$ cat config.mk
export PLATFORM = sky130hd
export DESIGN_NAME = fifo_write_arbiter_flat
export DESIGN_NICKNAME = d
export VERILOG_FILES = /design/src/rtl/fifo_write_arbiter_pkg.sv /design/src/rtl/fifo_write_arbiter_if.sv /design/src/rtl/fifo_write_arbiter_rr_priority_pick.sv /design/src/rtl/fifo_write_arbiter.sv /design/src/flat_wrapper.sv
export SDC_FILE = /design/constraint.sdc
export NUM_CORES = 1
export LEC_CHECK = 0
export ABC_CLOCK_PERIOD_IN_PS = 2200
export CORE_MARGIN = 3
export CORE_UTILIZATION = 33
export DETAILED_ROUTE_END_ITERATION = 7
export PLACE_DENSITY = 0.87
export SYNTH_ARGS = -nofsm -noshare
export SYNTH_HDL_FRONTEND = slang
export SYNTH_SLANG_ARGS = --single-unit
$ cat constraint.sdc
create_clock -name clk -period 2.2 [get_ports clk]
set_input_delay 0.22 -clock clk [delete_from_list [all_inputs] [get_ports clk]]
set_output_delay 0.22 -clock clk [all_outputs]
set_load 0.01 [all_outputs]
$ cat src/rtl/fifo_write_arbiter_pkg.sv
// ---------------------------------------------------------------------------
// fifo_write_arbiter_pkg
// Shared definitions for the FIFO write-side arbiter slice: FSM state
// encodings, default parameter values and small width helpers used by the
// interface, the priority picker and the arbiter top.
// ---------------------------------------------------------------------------
package fifo_write_arbiter_pkg;

    typedef enum logic {
        ST_IDLE  = 1'b0,
        ST_BURST = 1'b1
    } arbState_e;

    localparam int DEF_N         = 4;
    localparam int DEF_DW        = 8;
    localparam int DEF_DEPTH     = 16;
    localparam int DEF_CNT_W     = 8;
    localparam int DEF_MAX_BURST = 4;

    // Width of an index into N requesters; never narrower than one bit.
    function automatic int idxWidth(input int n);
        return (n > 1) ? $clog2(n) : 1;
    endfunction

    // Width of a counter that must be able to hold the value maxBurst.
    function automatic int burstCntWidth(input int maxBurst);
        return $clog2(maxBurst + 1);
    endfunction

endpackage

$ cat src/rtl/fifo_write_arbiter_if.sv
// ---------------------------------------------------------------------------
// fifo_write_arbiter_if
// Bundles the producer handshake and the FIFO write/occupancy signals seen by
// the arbiter.
//   req        producers -> arbiter  per-producer "word available"
//   req_data   producers -> arbiter  producer i word at [i*DW +: DW]
//   ack        arbiter -> producers  one-hot "word consumed this cycle"
//   fifo_full  FIFO -> arbiter       FIFO full flag
//   fifo_count FIFO -> arbiter       FIFO occupancy
//   write      arbiter -> FIFO       registered write strobe
//   buff_in    arbiter -> FIFO       registered write data
//   grant_id   arbiter -> observers  current/last grantee index
//   busy       arbiter -> observers  high while a burst is open
// The master side is the environment (producers plus FIFO); the slave side
// is the arbiter itself.
// ---------------------------------------------------------------------------
interface fifo_write_arbiter_if
    import fifo_write_arbiter_pkg::*;
#(
    parameter int N     = DEF_N,
    parameter int DW    = DEF_DW,
    parameter int CNT_W = DEF_CNT_W
);

    localparam int IDX_W = idxWidth(N);

    logic [N-1:0]      req;
    logic [N*DW-1:0]   req_data;
    logic [N-1:0]      ack;
    logic              fifo_full;
    logic [CNT_W-1:0]  fifo_count;
    logic              write;
    logic [DW-1:0]     buff_in;
    logic [IDX_W-1:0]  grant_id;
    logic              busy;

    modport master (
        output req, req_data, fifo_full, fifo_count,
        input  ack, write, buff_in, grant_id, busy
    );

    modport slave (
        input  req, req_data, fifo_full, fifo_count,
        output ack, write, buff_in, grant_id, busy
    );

endinterface

$ cat src/rtl/fifo_write_arbiter_rr_priority_pick.sv
// ---------------------------------------------------------------------------
// rr_priority_pick
// Combinational round-robin picker. Given a request vector and the index of
// the last grantee, returns the first requester found searching upward from
// last+1 and wrapping back to 0.
//   req_i    in   N      request vector
//   last_i   in   IDX_W  index of the most recent grantee
//   valid_o  out  1      at least one request is present
//   idx_o    out  IDX_W  chosen requester (0 when valid_o is low)
// ---------------------------------------------------------------------------
module rr_priority_pick
    import fifo_write_arbiter_pkg::*;
#(
    parameter int N     = DEF_N,
    parameter int IDX_W = idxWidth(N)
) (
    input  logic [N-1:0]     req_i,
    input  logic [IDX_W-1:0] last_i,
    output logic             valid_o,
    output logic [IDX_W-1:0] idx_o
);

    logic [N-1:0] maskedReq;

    // Requests strictly above the last grantee form the preferred set; this
    // is what demotes the previous winner to lowest priority.
    always_comb begin
        maskedReq = '0;
        for (int i = 0; i < N; i++) begin
            maskedReq[i] = req_i[i] && (IDX_W'(i) > last_i);
        end
    end

    // Lowest-index search over the unmasked vector first, then over the
    // masked vector so a masked hit overrides; the unmasked result only
    // survives when nothing above last_i is requesting, giving the wrap.
    always_comb begin
        valid_o = |req_i;
        idx_o   = '0;
        for (int i = N - 1; i >= 0; i--) begin
            if (req_i[i]) begin
                idx_o = IDX_W'(i);
            end
        end
        for (int i = N - 1; i >= 0; i--) begin
            if (maskedReq[i]) begin
                idx_o = IDX_W'(i);
            end
        end
    end

endmodule

$ cat src/rtl/fifo_write_arbiter.sv
// ---------------------------------------------------------------------------
// fifo_write_arbiter
// Shares one FIFO write port between N producers with round-robin
// arbitration and bursts of up to MAX_BURST words per grant. The FIFO write
// strobe and data are registered, so an accepted word reaches the FIFO one
// cycle after its ack. Acceptance is throttled on occupancy, counting the
// in-flight write as already occupied, so the FIFO can never overflow.
//   clk    in   1  rising-edge clock
//   reset  in   1  synchronous, active-high
//   bus    slave modport of fifo_write_arbiter_if (handshake + FIFO side)
// ---------------------------------------------------------------------------
module fifo_write_arbiter
    import fifo_write_arbiter_pkg::*;
#(
    parameter int N         = DEF_N,
    parameter int DW        = DEF_DW,
    parameter int DEPTH     = DEF_DEPTH,
    parameter int CNT_W     = DEF_CNT_W,
    parameter int MAX_BURST = DEF_MAX_BURST
) (
    input logic                 clk,
    input logic                 reset,
    fifo_write_arbiter_if.slave bus
);

    localparam int IDX_W = idxWidth(N);
    localparam int BW    = burstCntWidth(MAX_BURST);

    arbState_e        state_q, state_d;
    logic [IDX_W-1:0] grantId_q, grantId_d;
    logic [BW-1:0]    burstCnt_q, burstCnt_d;
    logic             write_q, write_d;
    logic [DW-1:0]    buffIn_q, buffIn_d;

    logic [N-1:0]     ackVec;
    logic [IDX_W-1:0] xferIdx;
    logic             pickValid;
    logic [IDX_W-1:0] pickIdx;
    logic [CNT_W:0]   occupied;
    logic             spaceOk;

    rr_priority_pick #(
        .N     (N),
        .IDX_W (IDX_W)
    ) uPick (
        .req_i   (bus.req),
        .last_i  (grantId_q),
        .valid_o (pickValid),
        .idx_o   (pickIdx)
    );

    // Room check done one bit wider than the count so count + in-flight
    // write cannot wrap. FIFO reads in the same cycle are deliberately
    // ignored, which can only make the check pessimistic.
    always_comb begin
        occupied = {1'b0, bus.fifo_count} + (CNT_W + 1)'(write_q);
        spaceOk  = !bus.fifo_full && (occupied < (CNT_W + 1)'(DEPTH));
    end

    // Arbitration FSM. IDLE picks a new grantee round-robin; BURST keeps
    // serving the same grantee until it drops req or the burst cap is hit.
    // A full FIFO stalls either state without losing the grant. The ack is
    // forced low while reset is high so nothing is consumed that will not
    // be written.
    always_comb begin
        state_d    = state_q;
        grantId_d  = grantId_q;
        burstCnt_d = burstCnt_q;
        ackVec     = '0;
        xferIdx    = grantId_q;
        unique case (state_q)
            ST_IDLE: begin
                if (pickValid && spaceOk) begin
                    ackVec     = N'(1) << pickIdx;
                    xferIdx    = pickIdx;
                    grantId_d  = pickIdx;
                    burstCnt_d = BW'(1);
                    state_d    = (MAX_BURST > 1) ? ST_BURST : ST_IDLE;
                end
            end
            ST_BURST: begin
                if (!bus.req[grantId_q]) begin
                    state_d = ST_IDLE;
                end else if (spaceOk) begin
                    ackVec     = N'(1) << grantId_q;
                    burstCnt_d = burstCnt_q + BW'(1);
                    if (burstCnt_q + BW'(1) == BW'(MAX_BURST)) begin
                        state_d = ST_IDLE;
                    end
                end
            end
            default: begin
                state_d = ST_IDLE;
            end
        endcase
        if (reset) begin
            ackVec = '0;
        end
    end

    // The cycle after an ack drives the accepted word into the FIFO; the
    // data register simply holds its last value when no write is pending.
    always_comb begin
        write_d  = |ackVec;
        buffIn_d = buffIn_q;
        if (write_d) begin
            buffIn_d = bus.req_data[xferIdx*DW +: DW];
        end
    end

    // State and output registers. grant_id resets to N-1 so the first
    // arbitration after reset starts its search at requester 0.
    always_ff @(posedge clk) begin
        if (reset) begin
            state_q    <= ST_IDLE;
            grantId_q  <= IDX_W'(N - 1);
            burstCnt_q <= '0;
            write_q    <= 1'b0;
            buffIn_q   <= '0;
        end else begin
            state_q    <= state_d;
            grantId_q  <= grantId_d;
            burstCnt_q <= burstCnt_d;
            write_q    <= write_d;
            buffIn_q   <= buffIn_d;
        end
    end

    assign bus.ack      = ackVec;
    assign bus.write    = write_q;
    assign bus.buff_in  = buffIn_q;
    assign bus.grant_id = grantId_q;
    assign bus.busy     = (state_q == ST_BURST);

endmodule

$ cat src/flat_wrapper.sv
// flat-port wrapper written by rule: the top's interface ports become plain ports
module fifo_write_arbiter_flat import fifo_write_arbiter_pkg::*;
#(
    parameter int N         = DEF_N,
    parameter int DW        = DEF_DW,
    parameter int DEPTH     = DEF_DEPTH,
    parameter int CNT_W     = DEF_CNT_W,
    parameter int MAX_BURST = DEF_MAX_BURST
)
  (clk, reset, bus_req, bus_req_data, bus_fifo_full, bus_fifo_count, bus_ack, bus_write, bus_buff_in, bus_grant_id, bus_busy);
  fifo_write_arbiter_if #(.N(N), .DW(DW), .CNT_W(CNT_W)) bus_i ();
  input logic clk;
  input logic reset;
  input wire logic [$bits(bus_i.req)-1:0] bus_req;
  input wire logic [$bits(bus_i.req_data)-1:0] bus_req_data;
  input wire logic [$bits(bus_i.fifo_full)-1:0] bus_fifo_full;
  input wire logic [$bits(bus_i.fifo_count)-1:0] bus_fifo_count;
  output wire logic [$bits(bus_i.ack)-1:0] bus_ack;
  output wire logic [$bits(bus_i.write)-1:0] bus_write;
  output wire logic [$bits(bus_i.buff_in)-1:0] bus_buff_in;
  output wire logic [$bits(bus_i.grant_id)-1:0] bus_grant_id;
  output wire logic [$bits(bus_i.busy)-1:0] bus_busy;
  assign bus_i.req = bus_req;
  assign bus_i.req_data = bus_req_data;
  assign bus_i.fifo_full = bus_fifo_full;
  assign bus_i.fifo_count = bus_fifo_count;
  assign bus_ack = bus_i.ack;
  assign bus_write = bus_i.write;
  assign bus_buff_in = bus_i.buff_in;
  assign bus_grant_id = bus_i.grant_id;
  assign bus_busy = bus_i.busy;
  fifo_write_arbiter #(.N(N), .DW(DW), .DEPTH(DEPTH), .CNT_W(CNT_W), .MAX_BURST(MAX_BURST)) u_core (.clk(clk), .reset(reset), .bus(bus_i));
endmodule
# Yosys cells after proc, flatten, opt, wreduce, memory -nomap -nowiden
# Cells that the tools add are included.
word_totals:
  reg_bits: 15
  input_bits: 47
  output_inout_bits: 16
  elab_cells: 57
op_classes:
  n_addsub: 2
  n_lt_le_gt_ge: 6
  n_eq_ne: 4
  shifts: 3
  muxes: 26
  bitwise: 1
  reduce_logical: 10
op_table:
  columns: ["op", "n"]
  rows:
  - ["32-bit by 6-bit indexed part select with 8-bit output", 1]
  - ["2-bit two-way mux", 10]
  - ["4-bit two-way mux", 4]
  - ["8-bit by 1-bit adder with 9-bit output", 1]
  - ["9-bit by 5-bit less-than comparator with 1-bit output (second input constant)", 1]
  - ["3-bit two-way mux", 3]
  - ["4-bit case mux with 2 select lines", 1]
  - ["4-bit OR reduction", 2]
  - ["1-bit by 2-bit left shift with 4-bit output (first input constant)", 2]
  - ["1-bit logical AND", 6]
  - ["3-bit case mux with 2 select lines", 1]
  - ["1-bit two-way mux", 5]
  - ["1-bit by 2-bit > comparator with 1-bit output (first input constant)", 2]
  - ["2-bit > comparator (first input constant)", 2]
  - ["2-bit inequality test (second input constant)", 2]
  - ["3-bit by 1-bit adder with 3-bit output (second input constant)", 1]
  - ["3-bit == test (second input constant)", 1]
  - ["2-bit by 3-bit less-than comparator with 1-bit output (second input constant)", 1]
  - ["3-bit AND reduction", 1]
  - ["1-bit binary-select mux with 2-bit select", 1]
  - ["2-bit by 1-bit inequality test with 1-bit output (second input constant)", 1]
  - ["1-bit case mux with 2 select lines", 1]
  - ["1-bit logical NOT", 1]
  - ["1-bit NOT", 1]

# Depth between registers and ports, before layout
# Gate-level depths: netlist of the first run.
logic_depth:
  ltp_word: 13
  mapped_depth: 8
  ltp_nobuf: 6

# Hierarchy
# A second synthesis of the first run with hierarchy kept.
unflattened:
  cells_unflattened: 155
  area_unflattened_um2: 1336.3
by_module_without_submodules:
  columns: ["module", "instances", "cells_per_inst", "area_per_inst_um2", "seq_area_each_um2"]
  rows:
  - ["fifo_write_arbiter", 1, 141, 1249.9, 300.3]
  - ["rr_priority_pick", 1, 14, 86.3, 0.0]

# Least setup slack after synthesis of the first run
# No wires, ideal clock.
synth_timing:
  kind: "in2out"
  start: "input bus_fifo_count[5]"
  end: "output bus_ack[3]"
  arrival_time_ns: 1.984
  t_required_ns: 1.980
  setup_slack_ns: -0.004
  stages: 5
  path_buffers: 0
  path_cell_list: "or4_1 > a211o_2 > or2_4 > or3_2 > a21oi_1"
synth_between:
  elab_chain_len: 7
  elab_cells_between_ends: 9
  cone_classes: "add/sub (1); order compare (1); mux (5); reduce/logical (2)"
synth_lines:
  columns: ["element", "line", "text"]
  rows:
  - ["start: declaration", "flat_wrapper.sv:17", "input wire logic [$bits(bus_i.fifo_count)-1:0] bus_fifo_count;"]
  - ["8-bit by 1-bit adder with 9-bit output *", "fifo_write_arbiter.sv:56", "occupied = {1'b0, bus.fifo_count} + (CNT_W + 1)'(write_q);"]
  - ["9-bit by 5-bit less-than comparator with 1-bit output *", "fifo_write_arbiter.sv:57", "spaceOk = !bus.fifo_full && (occupied < (CNT_W + 1)'(DEPTH));"]
  - ["1-bit logical AND *", "fifo_write_arbiter.sv:57", null]
  - ["4-bit two-way mux or 1-bit logical AND (tied branches)", "fifo_write_arbiter.sv:84, fifo_write_arbiter.sv:73", null]
  - ["4-bit two-way mux (on tied branches)", "fifo_write_arbiter.sv:82, fifo_write_arbiter.sv:73", null]
  - ["4-bit case mux with 2 select lines *", "fifo_write_arbiter.sv:71", "unique case (state_q)"]
  - ["4-bit two-way mux *", "fifo_write_arbiter.sv:96", "if (reset) begin"]
  - ["end: declaration", "flat_wrapper.sv:18", "output wire logic [$bits(bus_i.ack)-1:0] bus_ack;"]
# Every way passes the cells marked *; elsewhere a longest branch is shown, timed or not.

# Worst setup path after layout of the first run
layout_timing:
  start: "input bus_fifo_count[4]"
  end: "output bus_ack[0]"
# The elaborated chain is that of the path after synthesis.

==> results.md, run 1 <==
* Status: finished, final reports clean
* Post-synth EDFFs at 0
* CP max stage cell: or4_4
* Post-synthesis mux area share at 18.4%
* Hold path startpoint: bus_fifo_count[4]
* Post-route antenna net violation count at 0
* Hold EP: u_core.bus.write
* Synth top area share at 30.2%
* Xor and xnor area share after synthesis at 0%
* CP max FO at 6
* Final hold violation count at 0
* Synth Area in Compound Gates at 22.8%
* Synth warn at 0
* Via density at 5.42
* First-pass detailed-route iteration total at 5
* Area Growth Syn to Fin at 81.7%
* Post-Synth Simple-Gate Area at 20.7%
* H-tree depth at 1
* Iteration-0 DRC Markers at 51
* Area of the die at 3700 µm²
* CP Cell Sequence: buf_6 > or4_4 > a211o_4 > buf_6 > or2_4 > nor2_2 > a32oi_1 > nor2_1 > buf_2
* FP Rows at 19
* Lkg Pwr at 0.701 nW
* Die H at 60.9 µm
* Synth Register Bits at 15
* Unique cell type count in the Yosys netlist at 38
* Core region area at 2810 µm²
* Num Clock Sinks at 15
* CTS Hold Buffers Added at 0
* Tcrit/Tclk final at 99.2%
* RSZ-0062 raised after global routing: true
* R2r endpoint: u_core.bus.buff_in[1]
* Synthesized area at 993 µm²
* Slew Limit Fails at 0
* CP Launch Type: input port
* Worst slew pin tran at 0.561 ns
* Routed wire length at 3.29 mm
* CTS Root Buffer Type: clkbuf_4
* Clock latency on the worst-skew pair at 0.28 ns
* IO Pins at 63
* Tmin final at 2.18 ns
* Die W at 60.9 µm
* Dominant cell type by area after synthesis: dfxtp_1
* Hpwl dp at 2.65 mm
* CP endpoint kind: primary output
* Top cells by area, synth: dfxtp_1 30%, mux2i_1 16%, o221ai_1 7.1%
* Kind of cell adding the most delay to the critical path: simple AND/OR/NAND/NOR gates
* Layout cells sized above 1 at 23.1%
* Largest stage delay on the critical path at 0.52 ns
* Overflow after GRT at 0
* First-pass GRT wire length at 4.84 mm
* VDD IR max at 0.341 mV
* Vias in the first global route at 1163
* Register area share after synthesis at 30.2%
* Clk_skew at 0.00805 ns
* Largest family of logic cells by synthesized area: compound AO/OA/AOI/OAI gates
* TritonCTS clock tree: built
* Initial Util at 35.4%
* Relative slew slack at 62.5%
* Tot GR Track Use at 17.3%
* Pwr Density at 333 nW/µm²
* Core Util, Final at 64.4%
* Ys async rst share at 0%
* Non-Filler Instances at 226
* Worst setup path startpoint: bus_fifo_count[4]
* WS Path Type: input port to primary output
* Placer Congestion at 0.873
* FF-to-FF Start: u_core.bus.grant_id[0]
* Final Setup Violations at 0
* Worst R2R Path Depth at 7
* Port bufs at 62
* Worst hold path type: input port to register
* Fmax at 458 MHz
* Initial antenna violation count at 0
* Wirelength per Cell at 14.6 µm
* Critical Path AT at 1.96 ns
* Max cap viols at 0
* TritonCTS buffer count at 3
* Post-synthesis adder-cell area fraction at 2.52%
* Largest net degree at the start of global routing at 18
* Syn Nets at 165
* Most used cell, CP: buf_6
* Clock tree buffer depth at 2
* Via count at 1224
* Final nets at 245
* Worst Path Buf+Inv at 3
* Mapped Avg Cell Area at 8.56 µm²
* Min Hold Slack at 0.395 ns
* Cell count after synthesis at 116
* Worst path required time at 1.98 ns
* Reg-to-reg slack, setup at 0.16 ns
* Antenna diode count at 0
* Placed Instances at 221
* Drc violations at 0
* Top FF cell, synth: dfxtp_1
* Worst hold path depth at 5
* Reg clk slew, reported paths at 0.08 ns
==> cells by family after synthesis <==
logic type / count (synthesis)
compound gates: 31
fa+ha+maj: 2
buf+inv: 8
flops: 15
mux: 17
simple gates: 43
==> layer usage <==
| layer | vias up | track usage [%] | wire, µm |
|---|---|---|---|
| met5 | - | 0 | 0 |
| met4 | 0 | 4.02 | 46 |
| met3 | 4 | 4.26 | 256 |
| met2 | 56 | 32.5 | 1760 |
| met1 | 570 | 19.3 | 1220 |
| li1 | 594 | - | - |
==> repair_timing <==
| action | in CTS | in global routing |
|---|---|---|
| setup buffers | 1 | 0 |
| resized for setup | 38 | 10 |
| pin swaps | 7 | 7 |
| gates cloned | 0 | 0 |
| endpoints found under the setup margin | 13 | 12 |
==> report_power, final <==
group          internal (W)  total [W]  switching [W]
combinational      0.000112   0.000171      0.0000586
clock             0.0000675   0.000152      0.0000845
sequential         0.000274   0.000277     0.00000310
==> through the flow <==
stage,power [W],cell area [µm²],TNS (ns),worst slack [ns]
floorplan,0.000341,997,0,0.00543
global placement,0.000451,1750,-7.18,-0.812
detailed placement,0.000456,1750,-8.30,-0.865
CTS,0.000605,1770,-0.0382,-0.0382
global route,0.000635,1810,-0.0291,-0.0133
finish,0.000600,1810,0,0.0168
==> cells in the final DEF, fill, tap and decap left out, types with 4 or more instances in the layout <==
cell type / instances
clkdlybuf4s50_1: 48
mux2i_1: 16
buf_4: 16
nor2_1: 14
dfxtp_1: 13
nand2_1: 9
o221ai_1: 8
buf_2: 6
a21oi_1: 4
dlygate4sd2_1: 4
==> sequential cells by signal, indices dropped and copies added (netlist names) <==
signal / count
u_core.bus.buff_in: 8
u_core.burstCnt_q: 3
u_core.bus.grant_id: 2
u_core.bus.busy: 1
u_core.bus.write: 1
==> synthesized netlist by cell type (2+ instances only) <==
cell       n
mux2i_1   16
inv_1      3
nor3_1     3
dfxtp_1   15
o221ai_1   8
nand2_1   10
a21oi_1    5
nor2b_1    3
o21ai_0    3
o21a_1     2
ha_1       2
nor2_1    17
nand2b_1   2
clkbuf_1   2
a32oi_1    2
==> worst reg2reg max path, cell delays in order (launching register included) <==
cell,delay (ns)
dfxtp_4,0.38
mux4_2,0.50
nand2_2,0.12
buf_4,0.14
a21o_2,0.13
nor2b_1,0.47
nand2_1,0.13
o221ai_1,0.09
==> how the worst max path moves through the flow <==
stage | end | slack, ns | cells past startpoint
after floorplan | u_core.bus.buff_in[0] | 0.005 | 8
after global placement | bus_ack[3] | -0.81 | 7
after detailed placement | bus_ack[0] | -0.86 | 9
after CTS | bus_ack[3] | -0.04 | 6
after global routing | bus_ack[2] | -0.01 | 9
final | bus_ack[0] | 0.02 | 9
==> final cells by class <==
class                      count  area [µm²]
fill                         236        1000
timing repair buffer          80         743
multi-input combinational     93         679
sequential                    15         305
tap                           31        38.8
clock buffer                   3        22.5
inverter                       3        11.3
clock inverter                 1        5.00
No activity file was read; power rests on OpenSTA's default activity.
==> run 2: changes to the inputs <==
--- a/config.mk
+++ b/config.mk
@@ -5,11 +5,13 @@
 export SDC_FILE = /design/constraint.sdc
 export NUM_CORES = 1
 export LEC_CHECK = 0
+export ABC_AREA = 1
 export ABC_CLOCK_PERIOD_IN_PS = 2200
 export CORE_MARGIN = 3
-export CORE_UTILIZATION = 33
+export CORE_UTILIZATION = 38
 export DETAILED_ROUTE_END_ITERATION = 7
-export PLACE_DENSITY = 0.87
+export HOLD_SLACK_MARGIN = 0.12
+export PLACE_DENSITY = 0.86
 export SYNTH_ARGS = -nofsm -noshare
 export SYNTH_HDL_FRONTEND = slang
 export SYNTH_SLANG_ARGS = --single-unit
==> run 2 against run 1 <==
Non-clock buffer count shrank 3. Routed wire length grew 16%. Critical path depth grew 3. Utilization is essentially flat. Combinational power grew 39%. Synthesized area grew 46%. Clock skew shrank 0.0067 ns. Clock power grew 44%. Synthesized cell count grew 120%. Sequential power grew 4%. Sequential cell count is the same. Via count grew 35%. Critical endpoint unchanged. Largest cell class is now multi-input gates. Largest power group unchanged.
==> results.md, run 2 <==
* Status: finished, final reports clean
* Most common cell in the netlist: nand2_1
* Routed wire length at 3.80 mm (+16%)
* Lkg Pwr at 1.25 nW (+78%)
* FF-to-FF Start: u_core.bus.write
* Iteration-0 DRC Markers at 54 (+5.9%)
* Register area share after synthesis at 20.7% (-9.5 points)
* Unique cell type count in the Yosys netlist at 26 (-32%)
* Slew Limit Fails at 0 (unchanged)
* Final Setup Violations at 0 (unchanged)
* Drc violations at 0 (unchanged)
* CP max FO at 3 (-3)
* Wirelength per Cell at 10.2 µm (-30%)
* CP endpoint kind: primary output
* Design Area, Final at 2250 µm² (+25%)
* Met3 Use GR at 3.49% (-0.76 points)
* Placer Congestion at 0.864 (-1.1%)
* Worst hold path depth at 1 (-4)
* Via count at 1653 (+35%)
* Worst hold path type: register to register
* VDD IR max at 0.269 mV (-21%)
* IO Pins at 63 (unchanged)
* Fmax at 497 MHz (+8.6%)
* Placed Instances at 370 (+67%)
* Synth warn at 0 (unchanged)
* Synthesized area at 1450 µm² (+46%)
* Area Growth Syn to Fin at 55.0%
* Area of the die at 4590 µm² (+24%)
* First-pass GRT wire length at 6.10 mm (+26%)
* Synth cell count leaders: 83 x nand2_1, 54 x inv_1, 28 x nor2_1, 19 x nand3_1, 15 x dfxtp_1
* Tmin final at 2.01 ns (-0.172 ns)
* Ys async rst share at 0% (unchanged)
* Core region area at 3490 µm² (+25%)
* Post-synth EDFFs at 0 (unchanged)
* TritonCTS clock tree: built
* Clk_skew at 0.00134 ns (-0.00671 ns)
* GR peak layer: met2
* Initial antenna violation count at 0 (unchanged)
* Pwr Density at 331 nW/µm² (-0.50%)
* Worst R2R Path Depth at 13 (+6)
* WS Path Type: input port to primary output
* Hpwl dp at 3.15 mm (+19%)
* Layout cells sized above 1 at 14.9% (-8.1 points)
* Reg clk slew, reported paths at 0.06 ns (-0.02 ns)
* Mapped Avg Cell Area at 5.78 µm² (-33%)
* Met2 usage at 30.9% (-1.7 points)
* Top FF cell, synth: dfxtp_1
* FP Rows at 21 (+2)
* Leading cell type in the layout, fill and taps excluded: nand2_1
* Non-Filler Instances at 374 (+65%)
* Final hold violation count at 0 (unchanged)
* Hold EP: u_core.burstCnt_q[0]
* Post-route antenna net violation count at 0 (unchanged)
* Max FFs per register at 8 (unchanged)
* Critical Path AT at 1.79 ns (-0.17 ns)
* Reg-to-reg slack, setup at 0.36 ns (+0.20 ns)
* Port bufs at 62 (unchanged)
* Overflow after GRT at 0 (unchanged)
* Dominant cell type by area after synthesis: nand2_1
* Synth Register Bits at 15 (unchanged)
* Hold path startpoint: u_core.burstCnt_q[0]
* Num Clock Sinks at 15 (unchanged)
* Final nets at 378 (+54%)
* Synth top area share at 21.5% (-8.7 points)
* Antenna diode count at 0 (unchanged)
* Relative slew slack at 81.3% (+19 points)
* H-tree depth at 1 (unchanged)
* Tcrit/Tclk final at 91.4% (-7.8 points)
* Min Hold Slack at 0.468 ns (+0.0724 ns)
* Die H at 67.8 µm (+11%)
* Placed inst area at 2200 µm² (+26%)
* CTS Root Buffer Type: clkbuf_8
* Worst slew pin tran at 0.278 ns (-0.284 ns)
* Die W at 67.8 µm (+11%)
* Tot GR Track Use at 16.8% (-0.41 points)
* Largest net degree at the start of global routing at 27 (+9)
* Clock latency on the worst-skew pair at 0.24 ns (-0.04 ns)
* Cell count after synthesis at 251 (+120%)
* Post-CTS setup buffer count at 0 (-1)
* RSZ-0062 raised after global routing: false
* Most frequent cells in the layout: 83 x nand2_1, 58 x clkdlybuf4s50_1, 54 x inv_1, 27 x nor2_1, 19 x nand3_1
* First-pass detailed-route iteration total at 4 (-1)
* Vias in the first global route at 1529 (+31%)
* Max cap viols at 0 (unchanged)
* Via density at 4.42 (-18%)
* R2r endpoint: u_core.bus.buff_in[5]
* Worst path required time at 1.98 ns (about the same)
* CP Launch Type: input port
* M1 GR Usage at 20.3% (+0.95 points)
* Initial Util at 41.5% (+6.1 points)
* Syn Nets at 300 (+82%)
* TritonCTS buffer count at 3 (unchanged)
* Clock tree buffer depth at 2 (unchanged)
* Top cells by area, synth: nand2_1 21%, dfxtp_1 21%, inv_1 14%
## run 2: changes by cell type after synthesis, sizes merged, moves of 3 or more
| cell | delta |
|---|---|
| o211ai | +10 |
| nor2b | -3 |
| inv | +52 |
| nand4 | +3 |
| nor3 | -3 |
| nor2 | +14 |
| o221ai | -8 |
| mux2i | -16 |
| nand3 | +21 |
| nand2 | +89 |
## run 2: repair_timing
item,in CTS,in global routing
endpoints found under the setup margin,4,0
hold buffers,0,0
resized for setup,7,0
## run 2: final cells by class
type,instances,area [µm²]
clock inverter,1,5.00
inverter,55,206
tap,46,57.6
sequential,15,303
timing repair buffer,77,728
fill,336,1250
multi-input combinational,177,907
clock buffer,3,41.3
## run 2: metrics by stage
step	total power (W)	util [%]	setup slack [ns]	setup TNS, ns
finish	0.000744	64.3	0.189	0
global placement	0.000527	63.0	-0.0697	-0.125
detailed placement	0.000531	63.0	-0.0770	-0.178
CTS	0.000750	64.3	0.179	0
global route	0.000789	64.3	0.0456	0
floorplan	0.000405	-	0.550	0
## run 2: critical path: stages
cell             delay, ns
clkdlybuf4s50_1       0.50
inv_1                 0.09
nand2_1               0.07
nand2_1               0.05
nand2_1               0.05
nand2_1               0.09
nand2_1               0.09
nand2_1               0.07
nor2_1                0.13
nand3_1               0.11
inv_1                 0.06
dlygate4sd2_1         0.26
## run 2: worst max path at each step
| stage | startpoint | end | slack (ns) |
|---|---|---|---|
| detailed placement | bus_req[3] | bus_ack[0] | -0.08 |
| CTS | bus_req[3] | bus_ack[0] | 0.18 |
| floorplan | u_core.bus.grant_id[0] | u_core.bus.buff_in[0] | 0.55 |
| global placement | bus_req[3] | bus_ack[0] | -0.07 |
| global route | bus_req[3] | bus_ack[0] | 0.05 |
| finish | bus_req[3] | bus_ack[0] | 0.19 |
## run 2: report_power, final
part | switching, W | leakage [nW] | total (W) | internal [W]
sequential | 0.00000617 | 0.120 | 0.000287 | 0.000281
clock | 0.0000939 | 0.0255 | 0.000219 | 0.000125
combinational | 0.000102 | 1.10 | 0.000238 | 0.000136
## run 2: cell families after synthesis
| family | after synthesis | share of synthesized area, % |
|---|---|---|
| AO/OA/AOI/OAI | 19 | 9.23 |
| adder cells (fa/ha/maj) | 2 | 1.73 |
| buffers and inverters | 59 | 16.9 |
| flip-flops | 15 | 20.7 |
| AND/OR/NAND/NOR | 156 | 51.4 |
## run 2: metal layers
metal	part of all wire (%)	vias up	routed length [µm]
li1	-	913	-
met3	6.2	0	235
met1	44	700	1670
met5	0	-	0
met4	0	0	0
met2	50	40	1900
